<file path="config.mk">
export PLATFORM = sky130hd
export DESIGN_NAME = ctrl_decode_pipe_flat
export DESIGN_NICKNAME = d
export VERILOG_FILES = /design/src/rtl/rv32_ctrl_pkg.sv /design/src/rtl/ctrl_decode_pipe_if.sv /design/src/rtl/rv32_ctrl_decode.sv /design/src/rtl/ctrl_decode_pipe.sv /design/src/flat_wrapper.sv
export SDC_FILE = /design/constraint.sdc
export NUM_CORES = 1
export LEC_CHECK = 0
export ABC_CLOCK_PERIOD_IN_PS = 3790
export CORE_ASPECT_RATIO = 1.4
export CORE_MARGIN = 2
export CORE_UTILIZATION = 50
export DETAILED_ROUTE_END_ITERATION = 6
export PLACE_DENSITY_LB_ADDON = 0.08
export RECOVER_POWER = 100
export SETUP_SLACK_MARGIN = 0.2
export SLEW_MARGIN = 0
export SYNTH_ARGS = -nofsm -noshare
export SYNTH_HDL_FRONTEND = slang
export SYNTH_SLANG_ARGS = --single-unit
</file>
<file path="constraint.sdc">
create_clock -name clk_i -period 3.79 [get_ports clk_i]
set_input_delay 0.758 -clock clk_i [delete_from_list [all_inputs] [get_ports clk_i]]
set_output_delay 0.758 -clock clk_i [all_outputs]
set_load 0.02 [all_outputs]
</file>
<file path="src/rtl/rv32_ctrl_pkg.sv">
// ---------------------------------------------------------------------------
// rv32_ctrl_pkg
// Shared definitions for the RV32I(+M) ID-stage control unit: major opcode
// constants, ALU operation codes (base and M-extension), and the control
// bundle that travels from the decoder into the ID/EX register.
// No ports (package).
// ---------------------------------------------------------------------------
package rv32_ctrl_pkg;

    // Major opcodes (instr[6:0])
    localparam logic [6:0] OPC_LUI    = 7'b0110111;
    localparam logic [6:0] OPC_AUIPC  = 7'b0010111;
    localparam logic [6:0] OPC_JAL    = 7'b1101111;
    localparam logic [6:0] OPC_JALR   = 7'b1100111;
    localparam logic [6:0] OPC_BRANCH = 7'b1100011;
    localparam logic [6:0] OPC_LOAD   = 7'b0000011;
    localparam logic [6:0] OPC_STORE  = 7'b0100011;
    localparam logic [6:0] OPC_OPIMM  = 7'b0010011;
    localparam logic [6:0] OPC_OP     = 7'b0110011;

    // funct7 that selects the multiply/divide group on OP
    localparam logic [6:0] FUNCT7_MULDIV = 7'b0000001;

    localparam int ALU_CODE_W = 6;

    // Base ops 0..7 line up with funct3 so OP/OP-IMM can cast funct3 directly;
    // M ops 16..23 are {3'b010, funct3}.
    typedef enum logic [ALU_CODE_W-1:0] {
        ALU_ADD    = 6'd0,
        ALU_SLL    = 6'd1,
        ALU_SLT    = 6'd2,
        ALU_SLTU   = 6'd3,
        ALU_XOR    = 6'd4,
        ALU_SRL    = 6'd5,
        ALU_OR     = 6'd6,
        ALU_AND    = 6'd7,
        ALU_SRA    = 6'd8,
        ALU_SUB    = 6'd9,
        ALU_INV    = 6'd15,
        ALU_MUL    = 6'd16,
        ALU_MULH   = 6'd17,
        ALU_MULHSU = 6'd18,
        ALU_MULHU  = 6'd19,
        ALU_DIV    = 6'd20,
        ALU_DIVU   = 6'd21,
        ALU_REM    = 6'd22,
        ALU_REMU   = 6'd23
    } alu_op_e;

    // Decoded control bundle; also the content of the ID/EX register.
    // rs1/rs2/rd are zero whenever the instruction does not use the field.
    typedef struct packed {
        logic        alusrc;
        logic        dmem_to_reg;
        logic        reg_write;
        logic        mem_read;
        logic        mem_write;
        logic        branch;
        logic        jump;
        logic        illegal;
        alu_op_e     alu_op;
        logic [2:0]  funct3;
        logic [4:0]  rs1;
        logic [4:0]  rs2;
        logic [4:0]  rd;
    } ctrl_bundle_t;

    localparam int CTRL_BUNDLE_W = $bits(ctrl_bundle_t);

endpackage

</file>
<file path="src/rtl/ctrl_decode_pipe_if.sv">
// ---------------------------------------------------------------------------
// ctrl_decode_pipe_if
// Bundles the fetch->ID handshake, the flush, the ID->EX handshake and the
// registered control outputs of the ID stage.
//
// Handshake rules (both sides):
//   fetch->ID : an instruction transfers on a clock edge where instr_valid_i
//               and instr_ready_o are both 1. instr_ready_o may depend
//               combinationally on instr_valid_i/instr_i (load-use check)
//               and flush_i; instr_valid_i must not depend on instr_ready_o.
//   ID->EX    : the ID/EX register is consumed on an edge where ctrl_valid_o
//               and ex_ready_i are both 1. While ctrl_valid_o=1 and
//               ex_ready_i=0 every control output holds.
//
// Modports:
//   master : the fetch/EX environment around the ID stage
//   slave  : the ID stage (ctrl_decode_pipe)
// ---------------------------------------------------------------------------
interface ctrl_decode_pipe_if #(
    parameter int ALU_OP_W = 6,
    parameter int CNT_W    = 16
);
    logic                instr_valid_i;
    logic [31:0]         instr_i;
    logic                instr_ready_o;
    logic                flush_i;
    logic                ex_ready_i;
    logic                ctrl_valid_o;
    logic                alusrc_o;
    logic                dmem_to_reg_o;
    logic                reg_write_o;
    logic                mem_read_o;
    logic                mem_write_o;
    logic                branch_o;
    logic                jump_o;
    logic [ALU_OP_W-1:0] alu_op_o;
    logic [2:0]          funct3_o;
    logic [4:0]          rs1_o;
    logic [4:0]          rs2_o;
    logic [4:0]          rd_o;
    logic                illegal_o;
    logic [CNT_W-1:0]    bubble_cnt_o;
    logic [CNT_W-1:0]    instr_cnt_o;

    modport master (
        output instr_valid_i, instr_i, flush_i, ex_ready_i,
        input  instr_ready_o, ctrl_valid_o, alusrc_o, dmem_to_reg_o,
               reg_write_o, mem_read_o, mem_write_o, branch_o, jump_o,
               alu_op_o, funct3_o, rs1_o, rs2_o, rd_o, illegal_o,
               bubble_cnt_o, instr_cnt_o
    );

    modport slave (
        input  instr_valid_i, instr_i, flush_i, ex_ready_i,
        output instr_ready_o, ctrl_valid_o, alusrc_o, dmem_to_reg_o,
               reg_write_o, mem_read_o, mem_write_o, branch_o, jump_o,
               alu_op_o, funct3_o, rs1_o, rs2_o, rd_o, illegal_o,
               bubble_cnt_o, instr_cnt_o
    );
endinterface

</file>
<file path="src/rtl/rv32_ctrl_decode.sv">
// ---------------------------------------------------------------------------
// rv32_ctrl_decode
// Purely combinational RV32I(+M) decoder: instruction word -> control bundle.
// The bundle's rs1/rs2 fields double as the "register actually read"
// indices used by the load-use check (zero when the field is unused).
// Ports:
//   instr   in  32  instruction word
//   bundle  out     decoded control bundle (ctrl_bundle_t)
// Parameter:
//   ENABLE_M  1: decode MUL..REMU on OP; 0: those encodings are illegal
// ---------------------------------------------------------------------------
module rv32_ctrl_decode
    import rv32_ctrl_pkg::*;
#(
    parameter bit ENABLE_M = 1'b0
) (
    input  logic [31:0]  instr,
    output ctrl_bundle_t bundle
);

    logic [6:0] opcode;
    logic [2:0] funct3;
    logic [6:0] funct7;
    logic       bad;

    assign opcode = instr[6:0];
    assign funct3 = instr[14:12];
    assign funct7 = instr[31:25];

    always_comb begin
        bundle        = '0;
        bundle.funct3 = funct3;
        bundle.alu_op = ALU_ADD;
        bad           = 1'b0;

        case (opcode)
            OPC_LUI, OPC_AUIPC: begin
                bundle.alusrc    = 1'b1;
                bundle.reg_write = 1'b1;
                bundle.rd        = instr[11:7];
            end
            OPC_JAL: begin
                bundle.jump      = 1'b1;
                bundle.alusrc    = 1'b1;
                bundle.reg_write = 1'b1;
                bundle.rd        = instr[11:7];
            end
            OPC_JALR: begin
                bundle.jump      = 1'b1;
                bundle.alusrc    = 1'b1;
                bundle.reg_write = 1'b1;
                bundle.rs1       = instr[19:15];
                bundle.rd        = instr[11:7];
            end
            OPC_BRANCH: begin
                bundle.branch = 1'b1;
                bundle.rs1    = instr[19:15];
                bundle.rs2    = instr[24:20];
                case (funct3)
                    3'd0, 3'd1: bundle.alu_op = ALU_SUB;
                    3'd4, 3'd5: bundle.alu_op = ALU_SLT;
                    3'd6, 3'd7: bundle.alu_op = ALU_SLTU;
                    default:    bad           = 1'b1;
                endcase
            end
            OPC_LOAD: begin
                bundle.mem_read    = 1'b1;
                bundle.dmem_to_reg = 1'b1;
                bundle.alusrc      = 1'b1;
                bundle.reg_write   = 1'b1;
                bundle.rs1         = instr[19:15];
                bundle.rd          = instr[11:7];
            end
            OPC_STORE: begin
                bundle.mem_write = 1'b1;
                bundle.alusrc    = 1'b1;
                bundle.rs1       = instr[19:15];
                bundle.rs2       = instr[24:20];
            end
            OPC_OPIMM: begin
                bundle.alusrc    = 1'b1;
                bundle.reg_write = 1'b1;
                bundle.rs1       = instr[19:15];
                bundle.rd        = instr[11:7];
                // instr[30] is part of the immediate except for shifts
                if (funct3 == 3'd5 && instr[30])
                    bundle.alu_op = ALU_SRA;
                else
                    bundle.alu_op = alu_op_e'({3'b000, funct3});
            end
            OPC_OP: begin
                bundle.reg_write = 1'b1;
                bundle.rs1       = instr[19:15];
                bundle.rs2       = instr[24:20];
                bundle.rd        = instr[11:7];
                if (funct7 == FUNCT7_MULDIV) begin
                    if (ENABLE_M)
                        bundle.alu_op = alu_op_e'({3'b010, funct3});
                    else
                        bad = 1'b1;
                end else if (funct3 == 3'd0 && instr[30]) begin
                    bundle.alu_op = ALU_SUB;
                end else if (funct3 == 3'd5 && instr[30]) begin
                    bundle.alu_op = ALU_SRA;
                end else begin
                    bundle.alu_op = alu_op_e'({3'b000, funct3});
                end
            end
            default: bad = 1'b1;
        endcase

        // An illegal instruction still travels down the pipe, but with every
        // side effect removed and no register indices that could raise a
        // spurious load-use stall.
        if (bad) begin
            bundle         = '0;
            bundle.funct3  = funct3;
            bundle.illegal = 1'b1;
            bundle.alu_op  = ALU_INV;
        end
    end

endmodule

</file>
<file path="src/rtl/ctrl_decode_pipe.sv">
// ---------------------------------------------------------------------------
// ctrl_decode_pipe
// Registered RV32I(+M) ID-stage control unit. Decodes the presented
// instruction, loads the control bundle into the ID/EX register, stalls one
// cycle on a load-use dependency, supports branch flush, and counts accepted
// instructions and inserted bubbles.
// Ports:
//   clk_i    in  clock
//   reset_i  in  asynchronous active-high reset
//   bus      ctrl_decode_pipe_if.slave: fetch handshake (instr_valid_i,
//            instr_i, instr_ready_o), flush_i, EX handshake (ctrl_valid_o,
//            ex_ready_i), registered control outputs and perf counters
// Parameters:
//   ENABLE_M  decode RV32M when 1
//   ALU_OP_W  width of alu_op_o
//   CNT_W     width of the perf counters (wrap modulo 2^CNT_W)
// ---------------------------------------------------------------------------
module ctrl_decode_pipe
    import rv32_ctrl_pkg::*;
#(
    parameter bit ENABLE_M = 1'b0,
    parameter int ALU_OP_W = 6,
    parameter int CNT_W    = 16
) (
    input  logic              clk_i,
    input  logic              reset_i,
    ctrl_decode_pipe_if.slave bus
);

    ctrl_bundle_t     dec;
    ctrl_bundle_t     q;
    logic             valid_q;
    logic [CNT_W-1:0] bubble_cnt;
    logic [CNT_W-1:0] instr_cnt;
    logic             adv;
    logic             hazard;
    logic             take;

    rv32_ctrl_decode #(.ENABLE_M(ENABLE_M)) u_decode (
        .instr  (bus.instr_i),
        .bundle (dec)
    );

    // The ID/EX slot can take a new entry when it is empty or being drained.
    assign adv = ~valid_q | bus.ex_ready_i;

    // Load in ID/EX whose destination is read by the incoming instruction.
    // Unused source fields decode to x0 and x0 destinations are excluded,
    // so neither can create a false stall.
    assign hazard = valid_q & q.mem_read & (q.rd != 5'd0) & bus.instr_valid_i &
                    ((dec.rs1 == q.rd) | (dec.rs2 == q.rd));

    assign take = adv & bus.instr_valid_i & ~hazard;

    assign bus.instr_ready_o = ~reset_i & adv & ~hazard & ~bus.flush_i;

    always_ff @(posedge clk_i or posedge reset_i) begin
        if (reset_i) begin
            valid_q    <= 1'b0;
            q          <= '0;
            bubble_cnt <= '0;
            instr_cnt  <= '0;
        end else if (bus.flush_i) begin
            // Kill both the registered and the presented instruction.
            valid_q <= 1'b0;
            q       <= '0;
        end else if (take) begin
            valid_q   <= 1'b1;
            q         <= dec;
            instr_cnt <= instr_cnt + 1'b1;
        end else if (adv) begin
            // Bubble: the slot empties. Clearing mem_read is what lets the
            // load-use stall release after exactly one cycle.
            valid_q <= 1'b0;
            q       <= '0;
            if (hazard)
                bubble_cnt <= bubble_cnt + 1'b1;
        end
    end

    assign bus.ctrl_valid_o  = valid_q;
    assign bus.alusrc_o      = q.alusrc;
    assign bus.dmem_to_reg_o = q.dmem_to_reg;
    assign bus.reg_write_o   = q.reg_write;
    assign bus.mem_read_o    = q.mem_read;
    assign bus.mem_write_o   = q.mem_write;
    assign bus.branch_o      = q.branch;
    assign bus.jump_o        = q.jump;
    assign bus.alu_op_o      = ALU_OP_W'(q.alu_op);
    assign bus.funct3_o      = q.funct3;
    assign bus.rs1_o         = q.rs1;
    assign bus.rs2_o         = q.rs2;
    assign bus.rd_o          = q.rd;
    assign bus.illegal_o     = q.illegal;
    assign bus.bubble_cnt_o  = bubble_cnt;
    assign bus.instr_cnt_o   = instr_cnt;

endmodule

</file>
<file path="src/flat_wrapper.sv">
// flat-port wrapper written by rule: the top's interface ports become plain ports
module ctrl_decode_pipe_flat import rv32_ctrl_pkg::*;
#(
    parameter bit ENABLE_M = 1'b0,
    parameter int ALU_OP_W = 6,
    parameter int CNT_W    = 16
)
  (clk_i, reset_i, bus_instr_valid_i, bus_instr_i, bus_flush_i, bus_ex_ready_i, bus_instr_ready_o, bus_ctrl_valid_o, bus_alusrc_o, bus_dmem_to_reg_o, bus_reg_write_o, bus_mem_read_o, bus_mem_write_o, bus_branch_o, bus_jump_o, bus_alu_op_o, bus_funct3_o, bus_rs1_o, bus_rs2_o, bus_rd_o, bus_illegal_o, bus_bubble_cnt_o, bus_instr_cnt_o);
  ctrl_decode_pipe_if #(.ALU_OP_W(ALU_OP_W), .CNT_W(CNT_W)) bus_i ();
  input  logic clk_i;
  input  logic reset_i;
  input wire logic [$bits(bus_i.instr_valid_i)-1:0] bus_instr_valid_i;
  input wire logic [$bits(bus_i.instr_i)-1:0] bus_instr_i;
  input wire logic [$bits(bus_i.flush_i)-1:0] bus_flush_i;
  input wire logic [$bits(bus_i.ex_ready_i)-1:0] bus_ex_ready_i;
  output wire logic [$bits(bus_i.instr_ready_o)-1:0] bus_instr_ready_o;
  output wire logic [$bits(bus_i.ctrl_valid_o)-1:0] bus_ctrl_valid_o;
  output wire logic [$bits(bus_i.alusrc_o)-1:0] bus_alusrc_o;
  output wire logic [$bits(bus_i.dmem_to_reg_o)-1:0] bus_dmem_to_reg_o;
  output wire logic [$bits(bus_i.reg_write_o)-1:0] bus_reg_write_o;
  output wire logic [$bits(bus_i.mem_read_o)-1:0] bus_mem_read_o;
  output wire logic [$bits(bus_i.mem_write_o)-1:0] bus_mem_write_o;
  output wire logic [$bits(bus_i.branch_o)-1:0] bus_branch_o;
  output wire logic [$bits(bus_i.jump_o)-1:0] bus_jump_o;
  output wire logic [$bits(bus_i.alu_op_o)-1:0] bus_alu_op_o;
  output wire logic [$bits(bus_i.funct3_o)-1:0] bus_funct3_o;
  output wire logic [$bits(bus_i.rs1_o)-1:0] bus_rs1_o;
  output wire logic [$bits(bus_i.rs2_o)-1:0] bus_rs2_o;
  output wire logic [$bits(bus_i.rd_o)-1:0] bus_rd_o;
  output wire logic [$bits(bus_i.illegal_o)-1:0] bus_illegal_o;
  output wire logic [$bits(bus_i.bubble_cnt_o)-1:0] bus_bubble_cnt_o;
  output wire logic [$bits(bus_i.instr_cnt_o)-1:0] bus_instr_cnt_o;
  assign bus_i.instr_valid_i = bus_instr_valid_i;
  assign bus_i.instr_i = bus_instr_i;
  assign bus_i.flush_i = bus_flush_i;
  assign bus_i.ex_ready_i = bus_ex_ready_i;
  assign bus_instr_ready_o = bus_i.instr_ready_o;
  assign bus_ctrl_valid_o = bus_i.ctrl_valid_o;
  assign bus_alusrc_o = bus_i.alusrc_o;
  assign bus_dmem_to_reg_o = bus_i.dmem_to_reg_o;
  assign bus_reg_write_o = bus_i.reg_write_o;
  assign bus_mem_read_o = bus_i.mem_read_o;
  assign bus_mem_write_o = bus_i.mem_write_o;
  assign bus_branch_o = bus_i.branch_o;
  assign bus_jump_o = bus_i.jump_o;
  assign bus_alu_op_o = bus_i.alu_op_o;
  assign bus_funct3_o = bus_i.funct3_o;
  assign bus_rs1_o = bus_i.rs1_o;
  assign bus_rs2_o = bus_i.rs2_o;
  assign bus_rd_o = bus_i.rd_o;
  assign bus_illegal_o = bus_i.illegal_o;
  assign bus_bubble_cnt_o = bus_i.bubble_cnt_o;
  assign bus_instr_cnt_o = bus_i.instr_cnt_o;
  ctrl_decode_pipe #(.ENABLE_M(ENABLE_M), .ALU_OP_W(ALU_OP_W), .CNT_W(CNT_W)) u_core (.clk_i(clk_i), .reset_i(reset_i), .bus(bus_i));
endmodule
</file>
==> results.py <==
metrics = {
    "clock_tree": {
        "numCtsBuffers": 9,
        "holdBufCountCts": 0,
        "cts_tree": "done",
        "clk_pin_slew_ns": 0.08,
        "cts_sinks": 62,
        "clockRootBuffer": "clkbuf_8",
        "insertion_delay_ns": 0.34,
        "clock_path_buffers": 2,
        "htreeDepth": 3,
    },
    "placement": {
        "dp.cells": 491,
        "dpl.hpwl_mm": 6.143,
        "io_buffers": 100,
        "dpl_cell_area_um2": 4508,
        "gp_congestion": 0.8363,
    },
    "timing": {
        "maxSlewHeadroom_pct": 9.686,
        "worstMarginPinSlew_ns": 1.353,
        "period_minus_slack_ns": 3.536,
        "max_freq_mhz": 282.8,
        "rsz0062_at_grt": "false",
        "fin_crit_sh_pct": 93.30,
        "hold_viol": 0,
        "setup_viol": 0,
        "slew_violations": 0,
        "finalClockSkew_ns": 0.01179,
    },
    "worst_setup_path": {
        "crit_arrival_ns": 3.76,
        "reg2reg_slack_ns": 0.84,
        "r2r-start": "u_core.bus.rd_o[0]",
        "crit_fanout": 25,
        "setup.worst_path.end_class": "flop",
        "start_kind": "primary input",
        "critPathLaunch": "bus_instr_i[2]",
        "reg2regPathDepth": 9,
        "cp_data_required_time_ns": 4.01,
        "rr_endpoint": "u_core.bus.instr_cnt_o[1]",
        "path_class": "in2reg",
    },
    "grt": {
        "grt_pass1_vias": 2812,
        "grt_first_pass_wirelength_mm": 13.63,
        "grt_max_degree": 37,
        "grtUsageTotal_pct": 24.14,
        "overflow": 0,
        "antenna_found_initial": 0,
    },
    "logic_synthesis": {
        "yosysMostFrequentCell": "dfrtp_1",
        "avgSynthCellArea_um2": 10.72,
        "synth-edff-count": 0,
        "syn-instance-count": 304,
        "yosys.area.top_type": "dfrtp_1",
        "ys_ff_latch": 62,
        "ys_warn_count": 0,
        "synthTopCellsByArea": "dfrtp_1 (48%), xnor2_1 (7.0%), a22o_1 (5.1%), and3_1 (2.7%), ha_1 (2.7%)",
        "synth_common_cells": "dfrtp_1 (62), xnor2_1 (26), nand2_1 (23)",
        "ys_async_sr_fraction_pct": 100.0,
        "synth-seq-area-share_pct": 47.62,
        "synth_ff_type": "dfrtp_1",
        "yosysUniqueCellTypes": 56,
        "synth_area_um2": 3258,
        "synth_top_area_share_pct": 47.62,
    },
    "floorplanning": {
        "die-area_um2": 7187,
        "initial_core_util_pct": 52.10,
        "die_w_um": 72.23,
        "die_h_um": 99.51,
        "core_um2": 6254,
        "num_io_pins": 103,
        "rows": 34,
    },
    "power": {
        "p_leak_uw": 0.002355,
        "peakVddDrop_uv": 371.0,
        "p_total_uw": 1673,
        "power_density_nw_per_um2": 346.1,
    },
    "routing": {
        "wl_per_cell_um": 16.51,
        "drtAntennaViolNets": 0,
        "drc": 0,
        "first_iter_violations": 83,
        "vias_per_cell": 5.717,
        "via_count": 2944,
        "wl_mm": 8.504,
        "drt_pre_antenna_iters": 5,
    },
    "final_layout": {
        "nNetsFinal": 482,
        "postLayoutCoreUtil_pct": 77.29,
        "num_antenna_cells": 0,
        "design_area_um2": 4833,
        "drive_gt1_share_pct": 16.93,
        "nFillCells": 475,
        "instances_no_fill": 515,
        "area_delta_synth_final_pct": 48.35,
    },
    "status": {
        "outcome": "complete, no violations",
    },
    "hold_path": {
        "worstHoldEndpoint": "u_core.bus.instr_cnt_o[15]",
        "hold_class": "reg2reg",
        "hold_depth": 1,
        "hp-start": "u_core.bus.instr_cnt_o[15]",
    },
    "run": {
        "maxCapViolations": 0,
    },
}
[cells in the final DEF (no fill, tap or decap), types with 5 or more instances in the layout]
| cell type | synthesis | layout |
|---|---|---|
| dlygate4sd3_1 | 0 | 64 |
| dfrtp_1 | 62 | 62 |
| buf_4 | 4 | 28 |
| xnor2_1 | 26 | 26 |
| nand2_1 | 23 | 23 |
| a22o_1 | 19 | 19 |
| clkdlybuf4s50_1 | 0 | 19 |
| nand3_1 | 14 | 15 |
| nor2_1 | 14 | 14 |
| and3_1 | 14 | 13 |
| nand4_1 | 12 | 12 |
| clkbuf_8 | 0 | 11 |
| xor2_1 | 9 | 9 |
| a32o_1 | 8 | 8 |
| dlygate4sd2_1 | 0 | 8 |
| or2_2 | 6 | 6 |
| and2_1 | 6 | 6 |
| ha_1 | 7 | 6 |
| o21ai_0 | 6 | 5 |
| clkdlybuf4s15_1 | 0 | 5 |
[metrics by stage]
stage / hold WS, ns / setup WS, ns / setup TNS [ns]
after floorplan: 0.5819 / 0.3060 / 0
after global placement: 0.4577 / -0.3833 / -0.3833
after detailed placement: 0.4608 / -0.4249 / -0.4556
after CTS: 0.4766 / 0.2242 / 0
after global routing: 0.4870 / 0.1286 / 0
final: 0.4669 / 0.2540 / 0
[registers in the layout, indices dropped and copies added (netlist names), 3 cells and up]
name,flops
u_core.bus.instr_cnt_o,16
u_core.bus.funct3_o,3
u_core.bus.rs1_o,5
u_core.bus.alu_op_o,4
u_core.bus.rs2_o,5
u_core.bus.bubble_cnt_o,16
u_core.bus.rd_o,5
[report_power, final]
part	switching, uW	internal, uW	leakage [uW]
clock network	274	347	0.000107
registers	42.9	699	0.000848
logic	161	149	0.00140
[worst max-delay path, stage by stage]
cell and delay (ns):
dlygate4sd2_1 0.26, or2_0 0.32, a2111oi_4 0.42, a31o_1 0.18, a222oi_1 0.07, clkbuf_1 0.13, o21a_1 0.20, clkbuf_1 0.12
nor2_1 0.68, buf_12 0.26, mux2_2 0.34
[final cells by class]
class / instances / area [um2] / share of cell area, %
clock buffers: 11 / 151.4 / 3.132
repair buffers: 136 / 1269 / 26.25
clock inverters: 5 / 63.81 / 1.320
well taps: 72 / 90.09 / 1.864
inverters: 5 / 18.77 / 0.3883
multi-input cells: 224 / 1689 / 34.95
flip-flops and latches: 62 / 1551 / 32.10
[kinds of logic (layout without fill, tap and decap cells)]
logic type / count (synthesis) / count (layout) / share of synthesized area (%)
buf+inv: 19 / 157 / 3.111
flops: 62 / 62 / 47.62
xor+xnor: 35 / 35 / 9.409
other cells: 1 / 2 / 0.1151
simple gates: 121 / 121 / 21.74
mux: 2 / 2 / 0.6912
fa+ha+maj: 7 / 7 / 2.688
compound gates: 57 / 57 / 14.63
[routing by layer]
| layer | global-route usage (%) | wire length (um) | vias to the layer above |
|---|---|---|---|
| li1 | - | - | 1390 |
| met5 | 0 | 0 | - |
| met1 | 30.24 | 3478 | 1445 |
| met3 | 5.370 | 417 | 17 |
| met2 | 40.79 | 4435 | 92 |
| met4 | 8.128 | 172 | 0 |
[worst max path at each step]
stage                                end  slack (ns)  depth (start not counted)
2_1_floorplan          bus_instr_ready_o        0.31                          6
3_3_place_gp           bus_instr_ready_o       -0.38                         10
3_5_place_dp           bus_instr_ready_o       -0.42                         10
4_1_cts                bus_instr_ready_o        0.22                          9
5_1_grt        u_core.bus.instr_cnt_o[1]        0.13                         11
6_report       u_core.bus.instr_cnt_o[1]        0.25                         11
[what timing repair did]
action                                  in CTS  in global routing
resized for setup                           34                 16
endpoints found under the setup margin       1                  1
setup buffers                                4                  4
pin swaps                                   12                 11
(Power assumes the default switching activity.)
